## config.mk

```make
export PLATFORM = sky130hd
export DESIGN_NAME = contadores_scanner
export DESIGN_NICKNAME = d
export VERILOG_FILES = /design/src/rtl/contadores_scanner.sv
export SDC_FILE = /design/constraint.sdc
export NUM_CORES = 1
export LEC_CHECK = 0
export CORE_MARGIN = 3
export CORE_UTILIZATION = 32
export DETAILED_ROUTE_END_ITERATION = 6
export HOLD_SLACK_MARGIN = 0.12
export PLACE_DENSITY = 0.65
export SLEW_MARGIN = 20
export SYNTH_ARGS = -nofsm -noshare
export SYNTH_HDL_FRONTEND = slang
export SYNTH_SLANG_ARGS = --single-unit
```

## constraint.sdc

```tcl
create_clock -name clk -period 3 [get_ports clk]
set_clock_uncertainty 0.1 [all_clocks]
set_input_delay 0.3 -clock clk [delete_from_list [all_inputs] [get_ports clk]]
set_output_delay 0.3 -clock clk [all_outputs]
set_load 0.05 [all_outputs]
```

## src/rtl/contadores_scanner.sv

```systemverilog
// contadores_scanner: sweeps the counter RAM from address 0 to the top, streaming (address, count) pairs with optional read-and-clear.
// Define CONTADORES_SCANNER_SKIP_ZERO_EN to drop zero counters from the stream.
module contadores_scanner #(
    parameter int ADDR_W  = 6,
    parameter int COUNT_W = 4
) (
    input  logic                      clk,
    input  logic                      gen_reset,
    input  logic                      start,
    input  logic                      clear_en,
    output logic                      busy,
    output logic                      done,
    output logic [ADDR_W-1:0]         ram_adress,
    output logic                      ram_count_read,
    output logic                      ram_write_enable,
    output logic                      ram_count_reset,
    input  logic [COUNT_W-1:0]        ram_count_in,
    output logic                      out_valid,
    input  logic                      out_ready,
    output logic [ADDR_W-1:0]         out_adress,
    output logic [COUNT_W-1:0]        out_count,
    output logic [ADDR_W+COUNT_W-1:0] sum_out
);
    typedef enum logic [2:0] {IDLE, READ, WAIT, EMIT, CLEAR, DONE} state_t;
    state_t                    state_q;
    logic [ADDR_W-1:0]         addr_q, out_adress_q;
    logic [COUNT_W-1:0]        out_count_q;
    logic [ADDR_W+COUNT_W-1:0] sum_q;
    logic                      clr_q, busy_q, done_q, rd_q, wr_q, valid_q;
    logic                      skip_d, adv_d;
`ifdef CONTADORES_SCANNER_SKIP_ZERO_EN
    assign skip_d = (state_q == WAIT) && (ram_count_in == '0);
`else
    assign skip_d = 1'b0;
`endif
    // Single advance point: the address only moves after emit (or clear) of the current one.
    assign adv_d = skip_d || (state_q == CLEAR) || (state_q == EMIT && out_ready && !clr_q);
    always_ff @(posedge clk) begin
        if (gen_reset) begin
            state_q      <= IDLE;
            addr_q       <= '0;
            out_adress_q <= '0;
            out_count_q  <= '0;
            sum_q        <= '0;
            clr_q        <= 1'b0;
            busy_q       <= 1'b0;
            done_q       <= 1'b0;
            rd_q         <= 1'b0;
            wr_q         <= 1'b0;
            valid_q      <= 1'b0;
        end else begin
            rd_q   <= 1'b0;
            wr_q   <= 1'b0;
            done_q <= 1'b0;
            case (state_q)
                IDLE: if (start) begin
                    clr_q   <= clear_en;
                    addr_q  <= '0;
                    sum_q   <= '0;
                    busy_q  <= 1'b1;
                    rd_q    <= 1'b1;
                    state_q <= READ;
                end
                READ: state_q <= WAIT;
                WAIT: begin
                    out_count_q  <= ram_count_in;
                    out_adress_q <= addr_q;
                    sum_q        <= sum_q + (ADDR_W+COUNT_W)'(ram_count_in);
                    valid_q      <= !skip_d;
                    state_q      <= EMIT;
                end
                EMIT: if (out_ready) begin
                    valid_q <= 1'b0;
                    if (clr_q) begin
                        wr_q    <= 1'b1;
                        state_q <= CLEAR;
                    end
                end
                DONE: begin
                    busy_q  <= 1'b0;
                    state_q <= IDLE;
                end
                default: state_q <= IDLE;
            endcase
            if (adv_d) begin
                if (addr_q == {ADDR_W{1'b1}}) begin
                    done_q  <= 1'b1;
                    state_q <= DONE;
                end else begin
                    addr_q  <= addr_q + ADDR_W'(1);
                    rd_q    <= 1'b1;
                    state_q <= READ;
                end
            end
        end
    end
    assign busy             = busy_q;
    assign done             = done_q;
    assign ram_adress       = addr_q;
    assign ram_count_read   = rd_q;
    assign ram_write_enable = wr_q;
    assign ram_count_reset  = wr_q;
    assign out_valid        = valid_q;
    assign out_adress       = out_adress_q;
    assign out_count        = out_count_q;
    assign sum_out          = sum_q;
endmodule

```

==> results of run 1 <==
synthesized netlist by cell type, types with 3 or more instances:
cell      number  area share [%]
a21oi_1       23             6.9
and3_1         3             1.1
buf_2          5             1.5
clkbuf_1       4            0.90
dfxtp_1       35              42
ha_1           5             3.8
inv_1          7             1.6
mux2i_1        5             3.0
nand2_1       30             6.8
nand3_1        9             2.7
nand4_1        4             1.5
nor2_1        15             3.4
nor3b_1        3             1.4
o21ai_0        7             2.1
or2_2          4             1.5
flip-flops by register name (all words and copies together), names as in the netlist:
name / cells
busy: 1
clr_q: 1
done: 1
out_adress: 6
out_count: 4
out_valid: 1
ram_adress: 6
ram_count_read: 1
ram_count_reset: 1
state_q: 3
sum_out: 10
cell usage in the layout, fill, tap and decap left out, drive strengths merged, types with 4 or more instances in the layout:
| cell | instances |
|---|---|
| nor2 | 15 |
| clkbuf | 6 |
| ha | 5 |
| nand4 | 4 |
| o21ai | 7 |
| mux2i | 5 |
| a21oi | 23 |
| dfxtp | 35 |
| nor3b | 4 |
| clkdlybuf4s50 | 40 |
| inv | 7 |
| nand2 | 30 |
| or2 | 4 |
| nand3 | 9 |
power by group through the flow:
stage / Clock [mW] / Combinational (mW) / Sequential [mW]
after floorplan: 0 / 0.0861 / 0.540
after global placement: 0 / 0.174 / 0.510
after detailed placement: 0 / 0.176 / 0.509
after CTS: 0.354 / 0.178 / 0.499
after global routing: 0.367 / 0.193 / 0.503
final: 0.340 / 0.176 / 0.499
worst max-delay path: cells and delay by family:
family | cells | cell delay, ps
compound gates | 2 | 330
buf+inv | 2 | 550
fa+ha+maj | 2 | 610
simple gates | 1 | 120
mux | 1 | 350
path summary, 6_finish.rpt:
kind                               from                    endpoint
min reg2reg  out_adress[0]$_SDFFE_PP0P_  out_adress[0]$_SDFFE_PP0P_
max reg2reg     sum_out[0]$_SDFFE_PP0P_     sum_out[4]$_SDFFE_PP0P_
max                     ram_count_in[0]     sum_out[4]$_SDFFE_PP0P_
min          out_adress[0]$_SDFFE_PP0P_  out_adress[0]$_SDFFE_PP0P_
cell families (layout without fill, tap and decap cells):
| group | count (synthesis) | count (layout) | share of synthesized area [%] |
|---|---|---|---|
| buffers and inverters | 18 | 58 | 4.66 |
| and+or+nand+nor | 84 | 84 | 26.2 |
| xor gates and xnor gates | 2 | 2 | 1.05 |
| muxes | 6 | 6 | 3.69 |
| adders and majority gates | 6 | 6 | 4.97 |
| AOI/OAI and AO/OA | 47 | 47 | 17.3 |
| DFF | 35 | 35 | 42.1 |
routing by layer:
layer  up-vias  track usage [%]  part of all wire [%]
met5         -                0                     0
met4         0             3.67                  0.43
met3         2             4.01                   4.5
met2        38             21.4                    44
met1       707             19.0                    51
li1        776                -                     -
metrics by stage:
stage	worst slack [ps]	hold slack [ps]	power [mW]	instance area (sq um)
floorplan	727	319	0.627	1660
global placement	590	343	0.684	2120
detailed placement	554	347	0.686	2120
CTS	857	356	1.03	2200
global route	697	375	1.06	2200
finish	843	354	1.01	2200
cell type report:
cell class / instances / area [sq um] / area share (%)
clock buffers: 6 / 72.6 / 3.29
clock inverters: 2 / 12.5 / 0.568
multi-input cells: 145 / 885 / 40.1
repair buffers: 43 / 423 / 19.2
well taps: 67 / 83.8 / 3.80
inverters: 7 / 26.3 / 1.19
flip-flops and latches: 35 / 701 / 31.8
==> results.md, run 1 <==
* 1st-pass router iterations at 4
* # diodes at 0
* WHS Path Cells at 2
* Status: finished, final reports clean
* Fill count at 507
* Clk root buf: clkbuf_8
* Slowest-stage cell, CP: clkdlybuf4s50_1
* Die height at 78.1 microns
* Core outline area at 4880 sq um
* Area Overhead vs Synth at 32.5%
* Post-cts resize count at 0
* Initial Utilization at about 34%
* Nets at 252
* Clk slew on worst S/H paths at 80 ps
* Initial antenna violation count at 0
* I/O Pins at 41
* DRT antenna net count at 0
* Logic gate share of total power at between 15 and 20%
* Die Area at ~6100 sq um
* Leak at 0.777 nW
* Sink Count at 35
* Worst slew pin tran at between 500 and 600 ps
* Syn_nets at between 200 and 250
* Post-synth cell types at 47
* Clock Latency Late Sink at a little under 300 ps
* Overflow after GRT at 0
* GRT Util Overall at 13.9%
* Core Rows at 25
* GPL Wtd Cong at 0.780
* Post-synthesis cell count at about 200
* Number of global-route vias before repair at between 1000 and 1500
* Hold WC Path Type: register to register
* Final core utilization at a little under half
* Tcrit/Tclk final at between 70% and 80%
* R2R cell count at 7
* Setup TNS at 0 ps
* Max Cap Viol at 0
* Non-Filler Instances at ~300
* Synth Cell Area at approximately 1700 sq um
* Fin. Hold Viols at 0
* Startpoint Class: input port
* Yosys reg bits at 35
* Pin count of the biggest net entering global routing at 36
* Final slew viol count at 0
* Cells after DPL at slightly below 300
* Fin crit period at around 2200 ps
* Via density at roughly 5
* Number of enable flip-flop cells after synthesis at 0
* NetSw at 0.306 mW
* Flop2flop setup slack at roughly 950 ps
* Wirelength per Cell at between 10 and 15 microns
* YS warnings at 0
* Slew HR at between 60 and 70%
* Post-CTS Hold Fix Bufs at 0
* Post-Route WL at slightly below 4000 microns
* Total CTS buffers at 5
* Setup Fix Bufs, Post-CTS at 0
* Die X-Extent at approximately 78 microns
* Critical Path RT at 3090 ps
* H-tree levels at 2
* Critical path arrival at ~2200 ps
* Worst Path Max Fanout at 3
* Drc violations at 0
* CP cell instances: clkdlybuf4s50_1 -> ha_1 -> inv_1 -> fa_1 -> nor2b_1 -> o21ai_0 -> a21oi_1 -> mux2_2
* First-pass GRT wire length at between 6000 and 7000 microns
* Peak supply drop at about 0.21 mV
* P_int at 0.708 mW
* Port buffer count at 40
* CTS Buffer Depth at 2
* Layout cells sized above 1 at roughly 7.1%
* Crit Path Class: input port to register
* Worst path max stage delay at around 480 ps
* Ys async rst share at 0%
* Sw frac at 30.2%
* Syn avg cell area at approximately 8.4 sq um
* RSZ-0062 raised after global routing: no
* Top_reg_cell synth: dfxtp_1
* Number of setup violations in the final report at 0
* Hpwl dp at 2710 microns
* Clock share of power at between 30% and 40%
* Sequential group share of total power at roughly 49%
* Register area share after synthesis at between 40% and 50%
* PwrDens at between 400 and 500 nW/um^2
* Crit end category: register
* Iter 0 DRT Violations at 87
* CTS tree: yes
* Maximum clock rate at roughly 460 MHz
* Via count at roughly 1500
No activity file was read; power rests on OpenSTA's default activity.
==> run 2, diff against run 1 <==
--- a/config.mk
+++ b/config.mk
@@ -9,7 +9,7 @@
 export CORE_UTILIZATION = 32
 export DETAILED_ROUTE_END_ITERATION = 6
 export HOLD_SLACK_MARGIN = 0.12
-export PLACE_DENSITY = 0.65
+export PLACE_DENSITY = 0.67
 export SLEW_MARGIN = 20
 export SYNTH_ARGS = -nofsm -noshare
 export SYNTH_HDL_FRONTEND = slang
==> constraint.sdc (replaced) <==
create_clock -name clk -period 1.9 [get_ports clk]
set_clock_uncertainty 0.1 [all_clocks]
set_input_delay 0.19 -clock clk [delete_from_list [all_inputs] [get_ports clk]]
set_output_delay 0.19 -clock clk [all_outputs]
set_load 0.05 [all_outputs]
==> run 2 against run 1 <==
Sequential share of layout area decreased by 1.8 points. Wire length rose by 3.1%. Worst setup slack got worse by 740 ps. Critical path depth is 1 lower. Worst hold slack got worse by 110 ps. Register-to-register slack lost 820 ps. Sequential power up 56%. First-iteration DRC count is 52% lower. Utilization rose by 3.4 points. Largest cell class unchanged. Highest routed layer unchanged.
==> results.md, run 2 (synthesized netlist as in run 1, its figures left out) <==
* # diodes at 0 (unchanged)
* Multi-input logic area at 900 sq um (+1.7%)
* P_int at 1.22 mW (+73%)
* Iter 0 DRT Violations at 42 (-52%)
* Peak supply drop at 0.375 mV (+79%)
* Worst reg2reg endpoint: sum_out[4]$_SDFFE_PP0P_
* Setup Fix Bufs, Post-CTS at 0 (unchanged)
* Slew HR at 58.4% (-2.8 points)
* Tcrit/Tclk final at between 90% and 100%
* Worst Path Max Fanout at 3 (unchanged)
* Area Overhead vs Synth at 42.4%
* HP Start: ram_count_in[0]
* Leak at 0.890 nW (+15%)
* Final slew viol count at 0 (unchanged)
* Post-Route WL at 4090 microns (+3.1%)
* Hpwl dp at 3000 microns (+11%)
* RSZ-0062 raised after global routing: no
* H-tree levels at 2 (unchanged)
* Wirelength per Cell at 12.7 microns (-2.4%)
* Maximum clock rate at between 500 and 600 MHz
* Initial antenna violation count at 0 (unchanged)
* Hold WC Path Type: input port to register
* Clk root buf: clkbuf_8
* Critical Path RT at 1980 ps (-1110 ps)
* Total power at 1.69 mW (+66%)
* I/O Pins at 41 (unchanged)
* Sw frac at 27.4% (-2.8 points)
* Drc violations at 0 (unchanged)
* GPL Wtd Cong at 0.875 (+12%)
* Fill count at 504 (-0.59%)
* Die X-Extent at 78.1 microns (unchanged)
* Post-CTS Hold Fix Bufs at 0 (unchanged)
* NetSw at 0.462 mW (+51%)
* Crit end category: register
* Hold Crit Endpoint: out_count[0]$_SDFFE_PP0P_
* Max reg flops at 10 (unchanged)
* Clk slew on worst S/H paths at 70 ps (about the same)
* Clock Latency Late Sink at 280 ps (about the same)
* Via density at 4.93 (-1.2%)
* Commonest non-fill, non-tap cells in the layout: clkdlybuf4s50_1 (34), nand2_1 (30), dfxtp_1 (30)
* Die height at 78.1 microns (unchanged)
* Number of global-route vias before repair at 1533 (+4.1%)
* Final core utilization at 48.5% (+3.4 points)
* Worst slew pin tran at 622 ps (+41.2 ps)
* Startpoint Class: input port
* Critical path arrival at 1880 ps (-360 ps)
* Logic gate share of total power at 19.4% (+2.1 points)
* FF+latch area at 709 sq um (+1.2%)
* Overflow after GRT at 0 (unchanged)
* CTS tree: yes
* DRT antenna net count at 0 (unchanged)
* Core Rows at 25 (unchanged)
* Clock share of power at 34.5% (+1.0 points)
* Die Area at 6100 sq um (unchanged)
* WHS Path Cells at 3 (+1)
* CTS Buffer Depth at 2 (unchanged)
* Fin crit period at about 1800 ps
* FF-to-FF Start: sum_out[0]$_SDFFE_PP0P_
* Commonest non-fill, non-tap cell in the layout: clkdlybuf4s50_1
* Max Cap Viol at 0 (unchanged)
* Port buffer count at 40 (unchanged)
* Pin count of the biggest net entering global routing at 36 (unchanged)
* PwrDens at 712 nW/um^2 (+55%)
* Flop2flop setup slack at 130 ps (-820 ps)
* Sink Count at 35 (unchanged)
* Total CTS buffers at 5 (unchanged)
* Initial Utilization at 34.1% (unchanged)
* Core outline area at 4880 sq um (unchanged)
* Layout cells sized above 1 at 18.0% (+11 points)
* Number of setup violations in the final report at 0 (unchanged)
* Fin. Hold Viols at 0 (unchanged)
* 1st-pass router iterations at 4 (unchanged)
* GRT Util Overall at 14.1% (+0.27 points)
* Via count at 1589 (+4.3%)
* Sequential group share of total power at 46.1% (-3.1 points)
* Crit Path Class: input port to register
* Nets at 269 (+6.7%)
* R2R cell count at 7 (unchanged)
* First-pass GRT wire length at 6970 microns (+1.4%)
* Status: finished, final reports clean
-- run 2: changes by cell type in the layout (fill, tap and decap cells not counted), moves of 2 or more --
cell | before | now
clkdlybuf4s50_1 | 40 | 34
dfxtp_2 | 0 | 4
buf_4 | 3 | 24
dfxtp_1 | 35 | 30
clkbuf_8 | 5 | 7
-- run 2: what timing repair did --
item / 4_1_cts / 5_1_grt
pin swaps: 0 / 1
setup endpoints to repair: 1 / 2
gates resized for setup: 1 / 1
-- run 2: worst max path at each step --
stage	cells past startpoint	from	endpoint
floorplan	7	sum_out[0]$_SDFFE_PP0P_	sum_out[4]$_SDFFE_PP0P_
finish	7	ram_count_in[1]	sum_out[4]$_SDFFE_PP0P_
CTS	7	ram_count_in[1]	sum_out[4]$_SDFFE_PP0P_
global route	7	ram_count_in[1]	sum_out[9]$_SDFFE_PP0P_
detailed placement	8	ram_count_in[0]	sum_out[4]$_SDFFE_PP0P_
global placement	8	ram_count_in[0]	sum_out[4]$_SDFFE_PP0P_
-- run 2: stage by stage --
stage	instances	hold slack, ps	instance area, sq um	setup TNS, ps	worst slack [ps]
3_5_place_dp	314	349	2270	-1430	-320
2_1_floorplan	198	209	1680	-0.123	-0.123
3_3_place_gp	314	343	2270	-1260	-306
4_1_cts	322	244	2370	0	45.0
5_1_grt	322	254	2370	0	5.94
6_report	322	248	2370	0	102
-- run 2: area by class of cell --
| cell class | count | share of cell area, % |
|---|---|---|
| Tap cell | 67 | 3.54 |
| Timing Repair Buffer | 60 | 23.2 |
| Multi-Input combinational cell | 145 | 38.0 |
| Clock buffer | 8 | 4.23 |
| Inverter | 7 | 1.11 |
| Sequential cell | 35 | 30.0 |
-- run 2: critical path, stage by stage --
cell and delay (ps):
clkdlybuf4s50_1 510, inv_1 80, fa_2 400, nor2b_1 120, o21ai_1 80, a21oi_1 160
mux2_2 340
-- run 2: power by group through the flow --
stage / Clock [mW] / Combinational [mW] / Sequential [mW]
final: 0.582 / 0.327 / 0.778
after global routing: 0.645 / 0.355 / 0.783
after CTS: 0.604 / 0.328 / 0.779
after detailed placement: 0 / 0.328 / 0.795
after global placement: 0 / 0.325 / 0.794
after floorplan: 0 / 0.137 / 0.854
-- run 2: routing by layer --
metal / up-vias / global-route usage (%) / wire (microns) / share of wire [%]
met3: 8 / 3.56 / 175 / 4.3
met4: 0 / 5.07 / 59 / 1.4
met1: 737 / 17.1 / 1910 / 47
li1: 815 / - / - / -
met2: 29 / 24.3 / 1950 / 48
met5: - / 0 / 0 / 0
==> run 3, diff against run 2 <==
--- a/config.mk
+++ b/config.mk
@@ -9,7 +9,7 @@
 export CORE_UTILIZATION = 32
 export DETAILED_ROUTE_END_ITERATION = 6
 export HOLD_SLACK_MARGIN = 0.12
-export PLACE_DENSITY = 0.67
+export PLACE_DENSITY = 0.65
 export SLEW_MARGIN = 20
 export SYNTH_ARGS = -nofsm -noshare
 export SYNTH_HDL_FRONTEND = slang
==> constraint.sdc (replaced) <==
create_clock -name clk -period 2.2 [get_ports clk]
set_clock_uncertainty 0.1 [all_clocks]
set_input_delay 0.22 -clock clk [delete_from_list [all_inputs] [get_ports clk]]
set_output_delay 0.22 -clock clk [all_outputs]
set_load 0.05 [all_outputs]
==> run 3 against run 2 <==
Sequential share of layout area is 0.59 points higher. Die area unchanged. Flip-flop and latch count stayed put. Combinational power down 23%.
==> results.md, run 3 (synthesized netlist as in run 1, its figures left out) <==
* R2R cell count at 4 (-3)
* Clock Latency Late Sink at 290 ps (about the same)
* Nets at 262 (-2.6%)
* Iter 0 DRT Violations at 80 (+90%)
* WHS Path Cells at 2 (-1)
* # diodes at 0 (unchanged)
* Number of global-route vias before repair at 1499 (-2.2%)
* Max Cap Viol at 0 (unchanged)
* I/O Pins at 41 (unchanged)
* Final slew viol count at 0 (unchanged)
* H-tree levels at 2 (unchanged)
* RSZ-0062 raised after global routing: no
* Stages on worst setup path at 8 (+1)
* Max reg flops at 10 (unchanged)
* Fin crit period at just under 2000 ps
* Die Area at 6100 sq um (unchanged)
* Total CTS buffers at 5 (unchanged)
* Worst Path Max Fanout at 2 (-1)
* Crit end category: register
* Critical Path RT at 2290 ps (+310 ps)
* Hold WS at 353 ps (+105 ps)
* CP cell instances: clkdlybuf4s50_1 -> ha_1 -> inv_1 -> fa_1 -> nor2b_1 -> o21ai_0 -> a21oi_1 -> mux2_2
* Worst path max stage delay at 490 ps (-20 ps)
* Setup Fix Bufs, Post-CTS at 0 (unchanged)
* Clk root buf: clkbuf_8
* Startpoint Class: input port
* PwrDens at 637 nW/um^2 (-11%)
* Worst reg2reg endpoint: ram_adress[5]$_SDFF_PP0_
* Pin count of the biggest net entering global routing at 21 (-42%)
* Core Rows at 25 (unchanged)
* Non-Filler Instances at 315 (-2.2%)
* Post-cts resize count at 0 (-1)
* Place WS at -55.7 ps (+265 ps)
* CP delay by family, top: adder cells
* Cells after DPL at 307 (-2.2%)
* CP startpoint: ram_count_in[0]
* Post-CTS Hold Fix Bufs at 0 (unchanged)
* Hpwl dp at 2900 microns (-3.3%)
* Tcrit/Tclk final at 89.4%
* Slew HR at 59.9% (+1.6 points)
* Sink Count at 35 (unchanged)
* Number of setup violations in the final report at 0 (unchanged)
* Leak at 0.835 nW (-6.2%)
* Post-Route WL at 4040 microns (-1.3%)
* Commonest non-fill, non-tap cell in the layout: clkdlybuf4s50_1
* CTS tree: yes
* Critical path arrival at 2050 ps (+170 ps)
* Fill count at 510 (+1.2%)
* Die height at 78.1 microns (unchanged)
* Commonest non-fill, non-tap cells in the layout: clkdlybuf4s50_1 (40), dfxtp_1 (34), nand2_1 (30)
* DRT antenna net count at 0 (unchanged)
* Hold WC Path Type: register to register
* Maximum clock rate at about 510 MHz
* FF-to-FF Start: state_q[1]$_SDFFE_PP0P_
* Core outline area at 4880 sq um (unchanged)
* Peak supply drop at 0.302 mV (-19%)
* Overflow after GRT at 0 (unchanged)
* Final worst slack at 233 ps (+131 ps)
* Initial Utilization at 34.1% (unchanged)
* Initial antenna violation count at 0 (unchanged)
* Final core utilization at 47.1% (-1.4 points)
* Via count at 1575 (-0.88%)
* Flop2flop setup slack at 250 ps (+120 ps)
* Multi-input logic area at 885 sq um (-1.7%)
* Buffers and inverters on the worst path at 2 (unchanged)
* Via density at 5.00 (+1.3%)
* Total power at 1.46 mW (-13%)
* Port buffer count at 40 (unchanged)
* 1st-pass router iterations at 4 (unchanged)
* Slowest-stage cell, CP: clkdlybuf4s50_1
* GRT Util Overall at 14.3% (+0.13 points)
* First-pass GRT wire length at 7000 microns (+0.49%)
* Wirelength per Cell at 12.8 microns (+0.92%)
* FF+latch area at 702 sq um (-1.1%)
* Area Overhead vs Synth at 38.2%
* Drc violations at 0 (unchanged)
* Clk slew on worst S/H paths at 70 ps (about the same)
* Fin. Hold Viols at 0 (unchanged)
* Layout cells sized above 1 at 11.7% (-6.3 points)
* Crit path capture: sum_out[4]$_SDFFE_PP0P_
* Status: finished, final reports clean
* Die X-Extent at 78.1 microns (unchanged)
* Crit Path Class: input port to register
* Worst slew pin tran at 599 ps (-23.2 ps)
* CTS Buffer Depth at 2 (unchanged)
* GPL Wtd Cong at 0.805 (-8.1%)
## run 3: cell count changes in the layout (fill, tap and decap cells not counted), moves of 3 or more
cell / change
buf_4: -11
dfxtp_1: +4
clkdlybuf4s50_1: +6
dfxtp_2: -3
## run 3: power breakdown
group	internal, mW	switching [mW]	total, mW
registers	0.655	0.0272	0.682
clock network	0.285	0.244	0.529
logic	0.101	0.151	0.252
total	1.04	0.422	1.46
## run 3: per-stage QoR
stage               TNS, ps  cell area [sq um]
floorplan                 0               1660
global placement      -57.0               2190
detailed placement    -79.5               2190
CTS                       0               2300
global route              0               2300
finish                    0               2300
## run 3: layout make-up
class	instances	area share (%)
Tap cell	67	3.65
Clock buffer	7	4.19
Sequential cell	35	30.5
Clock inverter	1	0.327
Multi-Input combinational cell	145	38.5
Timing Repair Buffer	53	21.7
Inverter	7	1.14
## run 3: layer usage
metal	share of wire, %	vias to the layer above	GRT usage [%]	wire (microns)
li1	-	793	-	-
met1	52	738	19.3	2090
met2	42	37	21.1	1710
met3	4.2	7	3.78	169
met4	1.8	0	6.64	74
met5	0	-	0	0
## run 3: worst min path at each step
| stage | start | slack, ps | to |
|---|---|---|---|
| 2_1_floorplan | out_ready | 240 | state_q[0]$_SDFFE_PP0P_ |
| 5_1_grt | out_count[0]$_SDFFE_PP0P_ | 380 | out_count[0]$_SDFFE_PP0P_ |
| 6_report | out_adress[1]$_SDFFE_PP0P_ | 350 | out_adress[1]$_SDFFE_PP0P_ |
| 3_5_place_dp | out_adress[2]$_SDFFE_PP0P_ | 350 | out_adress[2]$_SDFFE_PP0P_ |
| 4_1_cts | out_adress[2]$_SDFFE_PP0P_ | 360 | out_adress[2]$_SDFFE_PP0P_ |
| 3_3_place_gp | out_adress[0]$_SDFFE_PP0P_ | 340 | out_adress[0]$_SDFFE_PP0P_ |
## run 3: tightest hold or removal path, cell delays in order, from the launching register on
cell     delay, ps
dfxtp_1        310
nand2_1         50
a21oi_1         50
